[src/rtl/seq_pkg.sv]
// Shared definitions for the instruction sequencer.
//   INSTR_W     : width of one encoded CPU instruction
//   DEPTH_DEF   : default instruction queue depth (power of two)
//   TIMEOUT_DEF : default watchdog limit, in cycles, from cpu_s to cpu_w high
//   state_e     : sequencer FSM state encoding
package seq_pkg;

    localparam int INSTR_W     = 16;
    localparam int DEPTH_DEF   = 8;
    localparam int TIMEOUT_DEF = 15;

    typedef enum logic [2:0] {
        ST_IDLE      = 3'd0,
        ST_LOAD      = 3'd1,
        ST_START     = 3'd2,
        ST_WAIT_LOW  = 3'd3,
        ST_WAIT_HIGH = 3'd4,
        ST_ERROR     = 3'd5
    } state_e;

endpackage

[src/rtl/instr_fifo.sv]
// Instruction queue: DEPTH x W circular buffer with a combinational head read.
// Ports:
//   clk      : clock
//   reset_i  : synchronous active-high reset (flushes pointers and count)
//   push_i   : write wdata_i at the tail (ignored when full)
//   wdata_i  : data to push
//   pop_i    : advance the head (ignored when empty)
//   rdata_o  : current head entry
//   full_o   : count == DEPTH
//   empty_o  : count == 0
//   count_o  : occupancy, 0..DEPTH
module instr_fifo
    import seq_pkg::*;
#(
    parameter int DEPTH = DEPTH_DEF,
    parameter int W     = INSTR_W
) (
    input  logic                     clk,
    input  logic                     reset_i,
    input  logic                     push_i,
    input  logic [W-1:0]             wdata_i,
    input  logic                     pop_i,
    output logic [W-1:0]             rdata_o,
    output logic                     full_o,
    output logic                     empty_o,
    output logic [$clog2(DEPTH):0]   count_o
);

    localparam int PTR_W = $clog2(DEPTH);
    localparam int CNT_W = PTR_W + 1;

    logic [W-1:0]     mem_q [DEPTH];
    logic [PTR_W-1:0] wr_ptr_q;
    logic [PTR_W-1:0] rd_ptr_q;
    logic [CNT_W-1:0] count_q;
    logic             do_push;
    logic             do_pop;

    assign full_o  = (count_q == CNT_W'(DEPTH));
    assign empty_o = (count_q == '0);
    assign count_o = count_q;

    // Head is read combinationally so it can be captured on the same edge
    // that moves the sequencer into LOAD.
    assign rdata_o = mem_q[rd_ptr_q];

    assign do_push = push_i && !full_o;
    assign do_pop  = pop_i && !empty_o;

    // Storage carries no reset; only the pointers define validity.
    always_ff @(posedge clk) begin
        if (do_push) begin
            mem_q[wr_ptr_q] <= wdata_i;
        end
    end

    // Pointers wrap naturally because DEPTH is a power of two.
    always_ff @(posedge clk) begin
        if (reset_i) begin
            wr_ptr_q <= '0;
            rd_ptr_q <= '0;
            count_q  <= '0;
        end else begin
            if (do_push) begin
                wr_ptr_q <= wr_ptr_q + PTR_W'(1);
            end
            if (do_pop) begin
                rd_ptr_q <= rd_ptr_q + PTR_W'(1);
            end
            case ({do_push, do_pop})
                2'b10:   count_q <= count_q + CNT_W'(1);
                2'b01:   count_q <= count_q - CNT_W'(1);
                default: count_q <= count_q;
            endcase
        end
    end

endmodule

[src/rtl/instr_sequencer.sv]
// Instruction sequencer: queues host instructions and issues them one at a
// time to a CPU using a load strobe, a start strobe and the CPU's wait flag,
// with a watchdog that parks the block in an absorbing ERROR state.
// Ports:
//   clk, reset  : clock, synchronous active-high reset
//   host_valid  : host offers host_instr
//   host_instr  : encoded instruction from the host
//   host_ready  : queue accepts (not full and not in ERROR)
//   enable      : permits issue of queued instructions
//   cpu_w       : CPU waiting/idle flag
//   cpu_in      : instruction presented to the CPU (held between issues)
//   cpu_load    : one-cycle instruction-register load strobe
//   cpu_s       : one-cycle CPU start strobe
//   count       : queue occupancy
//   busy        : FSM is neither IDLE nor ERROR
//   retire      : one-cycle pulse when an instruction completes
//   retired     : wrapping count of completed instructions
//   err         : sticky watchdog timeout flag
module instr_sequencer
    import seq_pkg::*;
#(
    parameter int DEPTH   = DEPTH_DEF,
    parameter int TIMEOUT = TIMEOUT_DEF
) (
    input  logic                    clk,
    input  logic                    reset,
    input  logic                    host_valid,
    input  logic [INSTR_W-1:0]      host_instr,
    output logic                    host_ready,
    input  logic                    enable,
    input  logic                    cpu_w,
    output logic [INSTR_W-1:0]      cpu_in,
    output logic                    cpu_load,
    output logic                    cpu_s,
    output logic [$clog2(DEPTH):0]  count,
    output logic                    busy,
    output logic                    retire,
    output logic [15:0]             retired,
    output logic                    err
);

    localparam int WD_W = $clog2(TIMEOUT + 1);

    state_e               state_q, state_d;
    logic [WD_W-1:0]      wd_q, wd_d;
    logic [WD_W-1:0]      wd_inc;
    logic [INSTR_W-1:0]   cpu_in_q, cpu_in_d;
    logic                 retire_q, retire_d;
    logic [15:0]          retired_q, retired_d;
    logic                 err_q, err_d;

    logic [INSTR_W-1:0]   fifo_head;
    logic                 fifo_full;
    logic                 fifo_empty;
    logic                 push;
    logic                 pop;

    // Readiness looks only at the registered fullness, so a pop in the same
    // cycle never opens a slot early.
    assign host_ready = !fifo_full && (state_q != ST_ERROR);
    assign push       = host_valid && host_ready;
    assign pop        = (state_q == ST_LOAD);

    instr_fifo #(
        .DEPTH (DEPTH),
        .W     (INSTR_W)
    ) u_fifo (
        .clk     (clk),
        .reset_i (reset),
        .push_i  (push),
        .wdata_i (host_instr),
        .pop_i   (pop),
        .rdata_o (fifo_head),
        .full_o  (fifo_full),
        .empty_o (fifo_empty),
        .count_o (count)
    );

    assign wd_inc = wd_q + WD_W'(1);

    always_comb begin
        state_d   = state_q;
        wd_d      = wd_q;
        cpu_in_d  = cpu_in_q;
        retire_d  = 1'b0;
        retired_d = retired_q;
        err_d     = err_q;

        case (state_q)
            ST_IDLE: begin
                // Capture the head on entry so cpu_in is already valid
                // during the LOAD cycle; the head itself pops at LOAD's end.
                if (enable && !fifo_empty && cpu_w) begin
                    state_d  = ST_LOAD;
                    cpu_in_d = fifo_head;
                end
            end
            ST_LOAD: begin
                state_d = ST_START;
            end
            ST_START: begin
                wd_d    = '0;
                state_d = ST_WAIT_LOW;
            end
            ST_WAIT_LOW: begin
                wd_d = wd_inc;
                if (wd_inc >= WD_W'(TIMEOUT)) begin
                    state_d = ST_ERROR;
                    err_d   = 1'b1;
                end else if (!cpu_w) begin
                    state_d = ST_WAIT_HIGH;
                end
            end
            ST_WAIT_HIGH: begin
                // Completion on the last permitted cycle wins over timeout.
                if (cpu_w) begin
                    state_d   = ST_IDLE;
                    retire_d  = 1'b1;
                    retired_d = retired_q + 16'd1;
                end else begin
                    wd_d = wd_inc;
                    if (wd_inc >= WD_W'(TIMEOUT)) begin
                        state_d = ST_ERROR;
                        err_d   = 1'b1;
                    end
                end
            end
            ST_ERROR: begin
                state_d = ST_ERROR;
            end
            default: begin
                state_d = ST_IDLE;
            end
        endcase
    end

    always_ff @(posedge clk) begin
        if (reset) begin
            state_q   <= ST_IDLE;
            wd_q      <= '0;
            cpu_in_q  <= '0;
            retire_q  <= 1'b0;
            retired_q <= '0;
            err_q     <= 1'b0;
        end else begin
            state_q   <= state_d;
            wd_q      <= wd_d;
            cpu_in_q  <= cpu_in_d;
            retire_q  <= retire_d;
            retired_q <= retired_d;
            err_q     <= err_d;
        end
    end

    assign cpu_in   = cpu_in_q;
    assign cpu_load = (state_q == ST_LOAD);
    assign cpu_s    = (state_q == ST_START);
    assign busy     = (state_q != ST_IDLE) && (state_q != ST_ERROR);
    assign retire   = retire_q;
    assign retired  = retired_q;
    assign err      = err_q;

endmodule
[config.mk]
export PLATFORM = sky130hd
export DESIGN_NAME = instr_sequencer
export DESIGN_NICKNAME = d
export VERILOG_FILES = /design/src/rtl/seq_pkg.sv /design/src/rtl/instr_fifo.sv /design/src/rtl/instr_sequencer.sv
export SDC_FILE = /design/constraint.sdc
export NUM_CORES = 1
export LEC_CHECK = 0
export BUFFER_PORTS_ARGS = -buffer_cell sky130_fd_sc_hd__buf_2
export CAP_MARGIN = 30
export CORE_MARGIN = 2
export CORE_UTILIZATION = 63
export DETAILED_ROUTE_END_ITERATION = 8
export HOLD_SLACK_MARGIN = 0.03
export PLACE_DENSITY = 0.84
export SLEW_MARGIN = 0
export SYNTH_ARGS = -nofsm -noshare
export SYNTH_HDL_FRONTEND = slang
export SYNTH_SLANG_ARGS = --single-unit
[constraint.sdc]
create_clock -name clk -period 7.66 [get_ports clk]
set_clock_uncertainty 0.2 [all_clocks]
set_input_delay 0.766 -clock clk [delete_from_list [all_inputs] [get_ports clk]]
set_output_delay 0.766 -clock clk [all_outputs]
set_load 0.02 [all_outputs]
==> qor.yml, run 1 <==
ys_seq_area_share_pct: 68.28
hold_viol_final: 0
nFillCells: 658
rows: 38
switching_share_pct: 21.55
grt-ovfl-total: 0
clk_path_buf_depth: 2
cts_setup_buffers: 0
vias: 4058
yosys-top-cells-area: "edfxtp_1 (54%), dfxtp_1 (14%), mux4_2 (10%)"
post_cts_resized: 0
synth_fp_nets: 479
tns_ns: 0
cp.arrival_ns: 3.17
cts_made_buffers: 17
antenna_found_initial: 0
root_buffer: "clkbuf_16"
yosysMostFrequentCell: "edfxtp_1"
report.final.slew_viol_count: 0
cts_tree: "done"
syn_area_per_cell_sq_um: 15.83
yosysTopAreaCellShare_pct: 53.95
drtAntennaViolNets: 0
critPathLaunchType: "flop"
synthFlopType: "edfxtp_1"
grtUsageTotal_pct: 25.25
hold_path_class: "reg -> reg"
hold_slack_ns: 0.2504
power_switching_mw: 0.4523
max_freq_ghz: 0.3324
p_leak_nw: 2.880
finalSetupViolCount: 0
layout-drive-gt1-share_pct: 28.06
synthCells: 450
drt-vias-per-instance: 6.048
drtIter0Drc: 509
firstDrtPassIters: 6
p_comb_share_pct: 6.7
pwr-share-clk_pct: 41.5
cts.htree.levels: 4
path_class: "reg -> reg"
synth_fa_ha_area_share_pct: 1.405
nets: 547
wire_per_inst_um: 20.85
p_int_mw: 1.646
relSlewSlack_pct: 38.96
cp.required_ns: 7.82
num_io_pins: 63
critical_path.max_fanout: 15
power.total_mw: 2.098
synthXorXnorAreaFrac_pct: 2.828
regArea_sq_um: 4867
clock_latency_ns: 0.43
yosysTopAreaCell: "edfxtp_1"
die_w_um: 110.3
cts.sinks: 179
routed_wl_um: 13990
seqPwrFrac_pct: 51.8
tightestPinTransition_ns: 0.9156
routabilityCongestion: 0.7365
dieArea_sq_um: 12170
path_clk_slew_ns: 0.06
min_period_ns: 3.008
status: "complete, no violations"
rsz0062_at_grt: "no"
multiInputGateArea_sq_um: 2117
grt_max_degree: 52
first_global_vias: 4030
synth_top_family_by_area: "multiplexers"
synth_mux_area_share_pct: 12.93
place_hpwl_um: 8187
syn2layout_area_growth_pct: 15.31
synth_cell_types: 45
start_util_pct: 65.15
core_sq_um: 10940
synth_simple_gate_area_share_pct: 8.342
yosys-top-cells-count: "edfxtp_1 (128), dfxtp_1 (51), nor2_1 (51), mux4_2 (32), mux2i_1 (20)"
drc: 0
async_reset_ff_share_pct: 0
synth_compound_area_share_pct: 3.846
antennaDiodeCount: 0
period_share_pct: 39.27
synth_seq_cells: 179
ys_warn_count: 0
grt_pass1_wl_um: 21740
cts_hold_buf: 0
maxCapViolCount: 0
port_buffers: 62
power_density_nw_per_um2: 255.4
die_h_um: 110.3
vdd_ir_drop_max_mv: 0.2461
setup.worst_path.end_class: "flop"
synthesis.area_sq_um: 7124
synth-edff-count: 128
-- state kept, by name (all words and copies together), names as in the netlist --
| register | flops |
|---|---|
| wd_q | 4 |
| u_fifo.mem_q | 128 |
| retire | 1 |
| state_q | 3 |
| err | 1 |
| u_fifo.rd_ptr_q | 3 |
| retired | 16 |
| cpu_in | 16 |
| u_fifo.count_o | 4 |
| u_fifo.wr_ptr_q | 3 |
-- cell families (layout without fill, tap and decap cells) --
family | count (synthesis) | after routing
fa+ha+maj | 8 | 8
simple gates | 118 | 118
xor+xnor | 23 | 23
mux | 52 | 52
compound gates | 42 | 42
buf+inv | 28 | 109
flops | 179 | 179
-- critical path, stage by stage (launching register included) --
cell,delay (ns)
dfxtp_1,0.45
nand2_1,0.17
a2bb2oi_1,0.33
nand2_1,0.33
ha_1,0.36
xor2_1,0.17
ha_1,0.20
a21oi_1,0.17
xor2_1,0.11
or3_1,0.31
a21oi_1,0.14
-- per-layer routing --
layer	part of all wire, %	vias up	global-route usage, %
li1	-	1857	-
met1	42	2060	33.14
met2	51	123	42.24
met3	5.8	18	5.173
met4	1.8	0	9.196
met5	0	-	0
-- path summary, 6_finish.rpt --
check,startpoint,to,slack [ns],cells past startpoint
max,state_q[2]$_SDFFE_PP0P_,u_fifo.count_o[2]$_SDFFE_PP0P_,4.65,10
min,err$_SDFFE_PP0P_,err$_SDFFE_PP0P_,0.25,2
max reg2reg,state_q[2]$_SDFFE_PP0P_,u_fifo.count_o[2]$_SDFFE_PP0P_,4.65,10
min reg2reg,err$_SDFFE_PP0P_,err$_SDFFE_PP0P_,0.25,2
-- cells in the final DEF (no fill, tap or decap), drive strengths merged, types with 12 or more instances in the layout --
master / instances
a211oi: 16
a21oi: 12
buf: 74
clkbuf: 20
dfxtp: 51
edfxtp: 128
mux2i: 20
mux4: 32
nand2: 16
nor2: 52
xor2: 19
-- through the flow --
stage | cell area [sq um] | setup WS, ns | std cells | util [%]
after global routing | 8215 | 4.413 | 671 | 75.13
after CTS | 8188 | 4.700 | 670 | 74.87
final | 8215 | 4.652 | 671 | 75.13
after floorplan | 7124 | 3.922 | 450 | -
after detailed placement | 7584 | 4.723 | 638 | 69.35
after global placement | 7556 | 4.962 | 637 | 69.10
-- final cells by class --
type / count / share of cell area [%]
Multi-Input combinational cell: 243 / 25.77
Inverter: 3 / 0.1371
Clock buffer: 20 / 5.437
Clock inverter: 12 / 1.919
Sequential cell: 179 / 59.24
Tap cell: 140 / 2.132
Timing Repair Buffer: 74 / 5.361
-- power groups by stage --
| stage | sequential [mW] | combinational [mW] | clock (mW) |
|---|---|---|---|
| CTS | 1.09 | 0.141 | 0.885 |
| global route | 1.09 | 0.155 | 0.918 |
| global placement | 1.10 | 0.134 | 0 |
| finish | 1.09 | 0.141 | 0.871 |
| detailed placement | 1.11 | 0.139 | 0 |
| floorplan | 1.11 | 0.0876 | 0 |
Power figures use the tool's default switching activity.
==> run 2, diff against run 1 <==
- CORE_UTILIZATION: 63 -> 59
- PLACE_DENSITY: 0.84 -> 0.79
- clock period: 7.66 -> 3 ns (I/O delays scaled with it)
==> run 2 against run 1 <==
  * Non-clock buffer count is 21 higher
  * Critical path depth is 1 lower
  * Fmax rose by 6.6%
  * Via count up 1.5%
  * Count of clock-buffer cells in the layout stayed put
  * Power rose to 2.5 times the previous value
  * Wire length shrank 2.2%
  * Worst setup slack got worse by 4.5 ns
  * Core utilization decreased by 4.7 points
  * Flip-flop and latch count did not move
  * Critical endpoint unchanged
==> qor.yml, run 2 (synthesis gave the netlist of run 1 again) <==
grt_pass1_wl_um: 21290  # -2.0%
reg2regPathDepth: 9  # -1
multiInputGateArea_sq_um: 2132  # +0.71%
antennaDiodeCount: 0  # unchanged
pwr-share-clk_pct: 41.1  # -0.4 points
hold_slack_ns: 0.04561  # -0.2048 ns
finalSetupViolCount: 0  # unchanged
die_w_um: 113.9  # +3.2%
antenna_found_initial: 0  # unchanged
cts_tree: "done"
cp.required_ns: 3.16  # -4.66 ns
place_hpwl_um: 7871  # -3.9%
clk_path_buf_depth: 2  # unchanged
hold_path_class: "in -> reg"
highest_layer: "met4"
post_cts_resized: 0  # unchanged
report.final.slew_viol_count: 0  # unchanged
root_buffer: "clkbuf_16"
hold_depth: 4  # +2
nets: 568  # +3.8%
tightestPinTransition_ns: 0.6504  # -0.2651 ns
tns_ns: 0  # unchanged
path_clk_slew_ns: 0.06  # about the same
power_switching_mw: 1.199  # +170%
largest_register_ffs: 128  # unchanged
drtAntennaViolNets: 0  # unchanged
maxCapViolCount: 0  # unchanged
die_h_um: 113.9  # +3.2%
vias: 4120  # +1.5%
num_io_pins: 63  # unchanged
grt-ovfl-total: 0  # unchanged
core_sq_um: 11910  # +8.9%
status: "complete, no violations"
r2r-start: "u_fifo.count_o[1]$_SDFFE_PP0P_"
crit_end: "u_fifo.count_o[2]$_SDFFE_PP0P_"
final_common_cell: "edfxtp_1"
period_share_pct: 94.04  # +55 points
setup.worst_path.end_class: "flop"
ff2ff_setup_slack_ns: 0.18  # -4.47 ns
met3_length_um: 680  # -16%
layout-drive-gt1-share_pct: 27.90  # -0.16 points
p_int_mw: 4.148  # +150%
syn2layout_area_growth_pct: 17.77
max_freq_ghz: 0.3544  # +6.6%
drt-vias-per-instance: 5.894  # -2.5%
switching_share_pct: 22.43  # +0.87 points
vdd_ir_drop_max_mv: 0.8771  # +260%
cts.sinks: 179  # unchanged
cts.htree.levels: 4  # unchanged
top_register: "u_fifo.mem_q"
rsz0062_at_grt: "no"
critical_path.max_fanout: 9  # -6
hold_viol_final: 0  # unchanged
routed_wl_um: 13680  # -2.2%
drc: 0  # unchanged
dieArea_sq_um: 12970  # +6.5%
reg2reg_to: "u_fifo.count_o[2]$_SDFFE_PP0P_"
power_density_nw_per_um2: 637.3  # +150%
wl_met2_um: 6860  # -3.3%
worst_slack_ns: 0.1787  # -4.473 ns
first_global_vias: 4104  # +1.8%
nFillCells: 767  # +17%
drtIter0Drc: 362  # -29%
start_util_pct: 59.81  # -5.3 points
critPathLaunchType: "flop"
grtUsageTotal_pct: 22.45  # -2.8 points
firstDrtPassIters: 5  # -1
path_class: "reg -> reg"
dp_slack_ns: 0.2228  # -4.500 ns
seqPwrFrac_pct: 52.0  # +0.2 points
cts_made_buffers: 17  # unchanged
cts_setup_buffers: 0  # unchanged
placed_area_sq_um: 7644  # +0.79%
fin_area_sq_um: 8391  # +2.1%
regArea_sq_um: 4866  # about the same
p_comb_share_pct: 6.9  # +0.2 points
wire_per_inst_um: 19.57  # -6.1%
cp-startpoint: "u_fifo.count_o[1]$_SDFFE_PP0P_"
min_period_ns: 2.821  # -0.1868 ns
p_leak_nw: 2.957  # +2.7%
cp.arrival_ns: 2.98  # -0.19 ns
grt_max_degree: 34  # -35%
final_cell_mix: "edfxtp_1 (128), buf_2 (62), nor2_1 (51)"
rows: 40  # +5.3%
m1WireLength_um: 5821  # about the same
port_buffers: 62  # unchanged
routabilityCongestion: 0.7890  # +7.1%
relSlewSlack_pct: 56.64  # +18 points
clock_latency_ns: 0.43  # about the same
## run 2: changes by cell type in the layout (fill, tap and decap cells not counted)
cell | previous run | this run
dlygate4sd3_1 | 0 | 16
buf_4 | 10 | 16
inv_6 | 0 | 6
clkinv_4 | 4 | 0
buf_16 | 2 | 0
a2bb2oi_1 | 1 | 0
a2bb2oi_2 | 0 | 1
buf_12 | 0 | 1
bufinv_16 | 3 | 2
clkinv_2 | 2 | 1
dfxtp_1 | 49 | 50
dfxtp_2 | 2 | 1
nor4_2 | 1 | 0
nor4_4 | 0 | 1
## run 2: timing repair
action / in CTS / in global routing
hold endpoints to repair: 128 / 0
setup endpoints to repair: 0 / 0
hold buffers: 16 / 0
## run 2: worst min path at each step
stage | from | slack, ns | end
after detailed placement | err$_SDFFE_PP0P_ | 0.24 | err$_SDFFE_PP0P_
final | host_valid | 0.05 | u_fifo.wr_ptr_q[2]$_SDFFE_PP0P_
after CTS | host_valid | 0.03 | u_fifo.wr_ptr_q[2]$_SDFFE_PP0P_
after global routing | host_valid | 0.06 | u_fifo.wr_ptr_q[2]$_SDFFE_PP0P_
after floorplan | host_instr[0] | 0.20 | u_fifo.mem_q[0][0]$_DFFE_PP_
after global placement | err$_SDFFE_PP0P_ | 0.23 | err$_SDFFE_PP0P_
## run 2: layout make-up
type | count | share of cell area, %
well taps | 147 | 2.192
inverters | 3 | 0.1342
flip-flops and latches | 179 | 57.99
multi-input cells | 243 | 25.41
clock buffers | 20 | 5.324
repair buffers | 95 | 7.277
clock inverters | 12 | 1.670
## run 2: power groups by stage
stage               registers [mW]  logic (mW)  clock network, mW
floorplan                     2.84       0.226                  0
detailed placement            2.83       0.352                  0
global route                  2.79       0.404               2.31
CTS                           2.78       0.371               2.22
global placement              2.82       0.340                  0
finish                        2.78       0.369               2.20
## run 2: critical path, cell delays in order (launching register included)
cell     delay, ns
dfxtp_1       0.39
or4_4         0.56
nor3b_2       0.22
ha_1          0.31
xor2_1        0.17
ha_1          0.20
a21oi_1       0.16
xor2_1        0.09
or3_1         0.31
a21oi_1       0.14
## run 2: routing by layer
metal	GRT usage, %	vias up
li1	-	1892
met4	10.65	0
met2	37.64	142
met5	0	-
met1	28.17	2060
met3	4.888	26
## run 2: metrics by stage
step	util (%)	power [mW]	std cells
6_report	70.44	5.347	699
5_1_grt	70.44	5.498	699
4_1_cts	70.44	5.375	699
3_5_place_dp	64.17	3.182	651
3_3_place_gp	64.17	3.164	651
2_1_floorplan	-	3.065	450
==> run 3, diff against run 2 <==
- MAX_ROUTING_LAYER: default -> met4
==> run 3 against run 2 <==
  * Fmax about the same
  * Clock power about the same
  * Combinational power hardly changed
  * Largest power group unchanged
  * Worst hold slack lost 0.0039 ns
  * Flip-flop and latch count did not move
  * Critical endpoint unchanged
  * Final cell count did not move
==> qor.yml, run 3 (synthesis gave the netlist of run 1 again) <==
grt_pass1_wl_um: 21280  # about the same
relSlewSlack_pct: 57.36  # +0.72 points
core_sq_um: 11910  # unchanged
rows: 40  # unchanged
hold_slack_ns: 0.04174  # -0.003874 ns
drc: 0  # unchanged
cts_tree: "done"
post_cts_resized: 0  # unchanged
routed_wl_um: 13620  # -0.45%
path_clk_slew_ns: 0.06  # about the same
die_w_um: 113.9  # unchanged
cp.arrival_ns: 2.98  # about the same
nets: 568  # unchanged
critPathLaunchType: "flop"
drtAntennaViolNets: 0  # unchanged
die_h_um: 113.9  # unchanged
drtIter0Drc: 408  # +13%
drt-vias-per-instance: 5.877  # -0.29%
report.final.slew_viol_count: 0  # unchanged
finalSetupViolCount: 0  # unchanged
clock_latency_ns: 0.43  # about the same
p_leak_nw: 2.957  # unchanged
port_buffers: 62  # unchanged
cts.htree.levels: 4  # unchanged
grtUsageTotal_pct: 23.19  # +0.74 points
top_register: "u_fifo.mem_q"
cts_made_buffers: 17  # unchanged
power.total_mw: 5.342  # about the same
path_class: "reg -> reg"
antenna_found_initial: 0  # unchanged
antennaDiodeCount: 0  # unchanged
place_hpwl_um: 7871  # unchanged
clk_path_buf_depth: 2  # unchanged
dieArea_sq_um: 12970  # unchanged
syn2layout_area_growth_pct: 17.77  # unchanged
first_global_vias: 4113  # +0.22%
min_period_ns: 2.819  # -0.002119 ns
root_buffer: "clkbuf_16"
wire_per_inst_um: 19.48  # -0.45%
max_freq_ghz: 0.3547  # about the same
cts.sinks: 179  # unchanged
hold_viol_final: 0  # unchanged
power_density_nw_per_um2: 636.7  # about the same
worst_slack_ns: 0.1808  # +0.002119 ns
period_share_pct: 93.97  # about the same
cp.required_ns: 3.16  # about the same
hold_path_class: "in -> reg"
maxCapViolCount: 0  # unchanged
vias: 4108  # -0.29%
grt-ovfl-total: 0  # unchanged
status: "complete, no violations"
start_util_pct: 59.81  # unchanged
tightestPinTransition_ns: 0.6396  # -0.01085 ns
num_io_pins: 63  # unchanged
vdd_ir_drop_max_mv: 0.8728  # -0.49%
critical_path.max_fanout: 9  # unchanged
setup.worst_path.end_class: "flop"
final_cell_mix: "edfxtp_1 (128), buf_2 (62), nor2_1 (51)"
grt_max_degree: 34  # unchanged
firstDrtPassIters: 5  # unchanged
routabilityCongestion: 0.8001  # +1.4%
largest_register_ffs: 128  # unchanged
dp_slack_ns: 0.2228  # unchanged
rsz0062_at_grt: "no"
layout-drive-gt1-share_pct: 27.90  # unchanged
final_common_cell: "edfxtp_1"
[run 3: cell counts in the layout (fill, tap and decap cells not counted)]
No cell type changed its count.
[run 3: cell type report]
cell class / instances / area, sq um
Multi-Input combinational cell: 243 / 2132
Tap cell: 147 / 183.9
Timing Repair Buffer: 95 / 610.6
Clock buffer: 20 / 446.7
Clock inverter: 12 / 140.1
Fill cell: 767 / 3521
Inverter: 3 / 11.26
Sequential cell: 179 / 4866
[run 3: final timing paths]
kind / depth (start not counted) / start / slack, ns / end
setup / recovery: 9 / u_fifo.count_o[1]$_SDFFE_PP0P_ / 0.18 / u_fifo.count_o[2]$_SDFFE_PP0P_
hold / removal: 4 / host_valid / 0.04 / u_fifo.wr_ptr_q[2]$_SDFFE_PP0P_
setup reg to reg: 9 / u_fifo.count_o[1]$_SDFFE_PP0P_ / 0.18 / u_fifo.count_o[2]$_SDFFE_PP0P_
hold reg to reg: 2 / err$_SDFFE_PP0P_ / 0.25 / err$_SDFFE_PP0P_
[run 3: through the flow]
| stage | area, sq um | cells | setup TNS, ns | util (%) |
|---|---|---|---|---|
| floorplan | 7142 | 450 | -3.290 | - |
| global placement | 7644 | 651 | 0 | 64.17 |
| detailed placement | 7644 | 651 | 0 | 64.17 |
| CTS | 8391 | 699 | 0 | 70.44 |
| global route | 8391 | 699 | 0 | 70.44 |
| finish | 8391 | 699 | 0 | 70.44 |
[run 3: worst max-delay path, stage by stage, from the launching register on]
cell	delay [ns]
dfxtp_1	0.39
or4_4	0.56
nor3b_2	0.22
ha_1	0.30
xor2_1	0.17
ha_1	0.20
a21oi_1	0.16
xor2_1	0.09
or3_1	0.31
a21oi_1	0.14
[run 3: power by group]
part | leakage, nW | switching (mW) | internal [mW] | total, mW
clock network | 0.279 | 0.932 | 1.26 | 2.19
logic | 1.10 | 0.209 | 0.160 | 0.369
registers | 1.58 | 0.0534 | 2.73 | 2.78
total | 2.96 | 1.19 | 4.15 | 5.34
[run 3: timing repair]
action | in CTS | in global routing
buffers inserted | 0 | 0
hold buffers | 16 | 0
endpoints found under the hold margin | 128 | 0
[run 3: routing by layer]
layer	track usage, %	share of wire [%]	up-vias	wire [um]
li1	-	-	1895	-
met1	28.06	42	2049	5749
met2	37.76	51	139	6928
met3	5.898	4.6	25	633
met4	9.431	2.3	0	307
met5	-	0	-	0
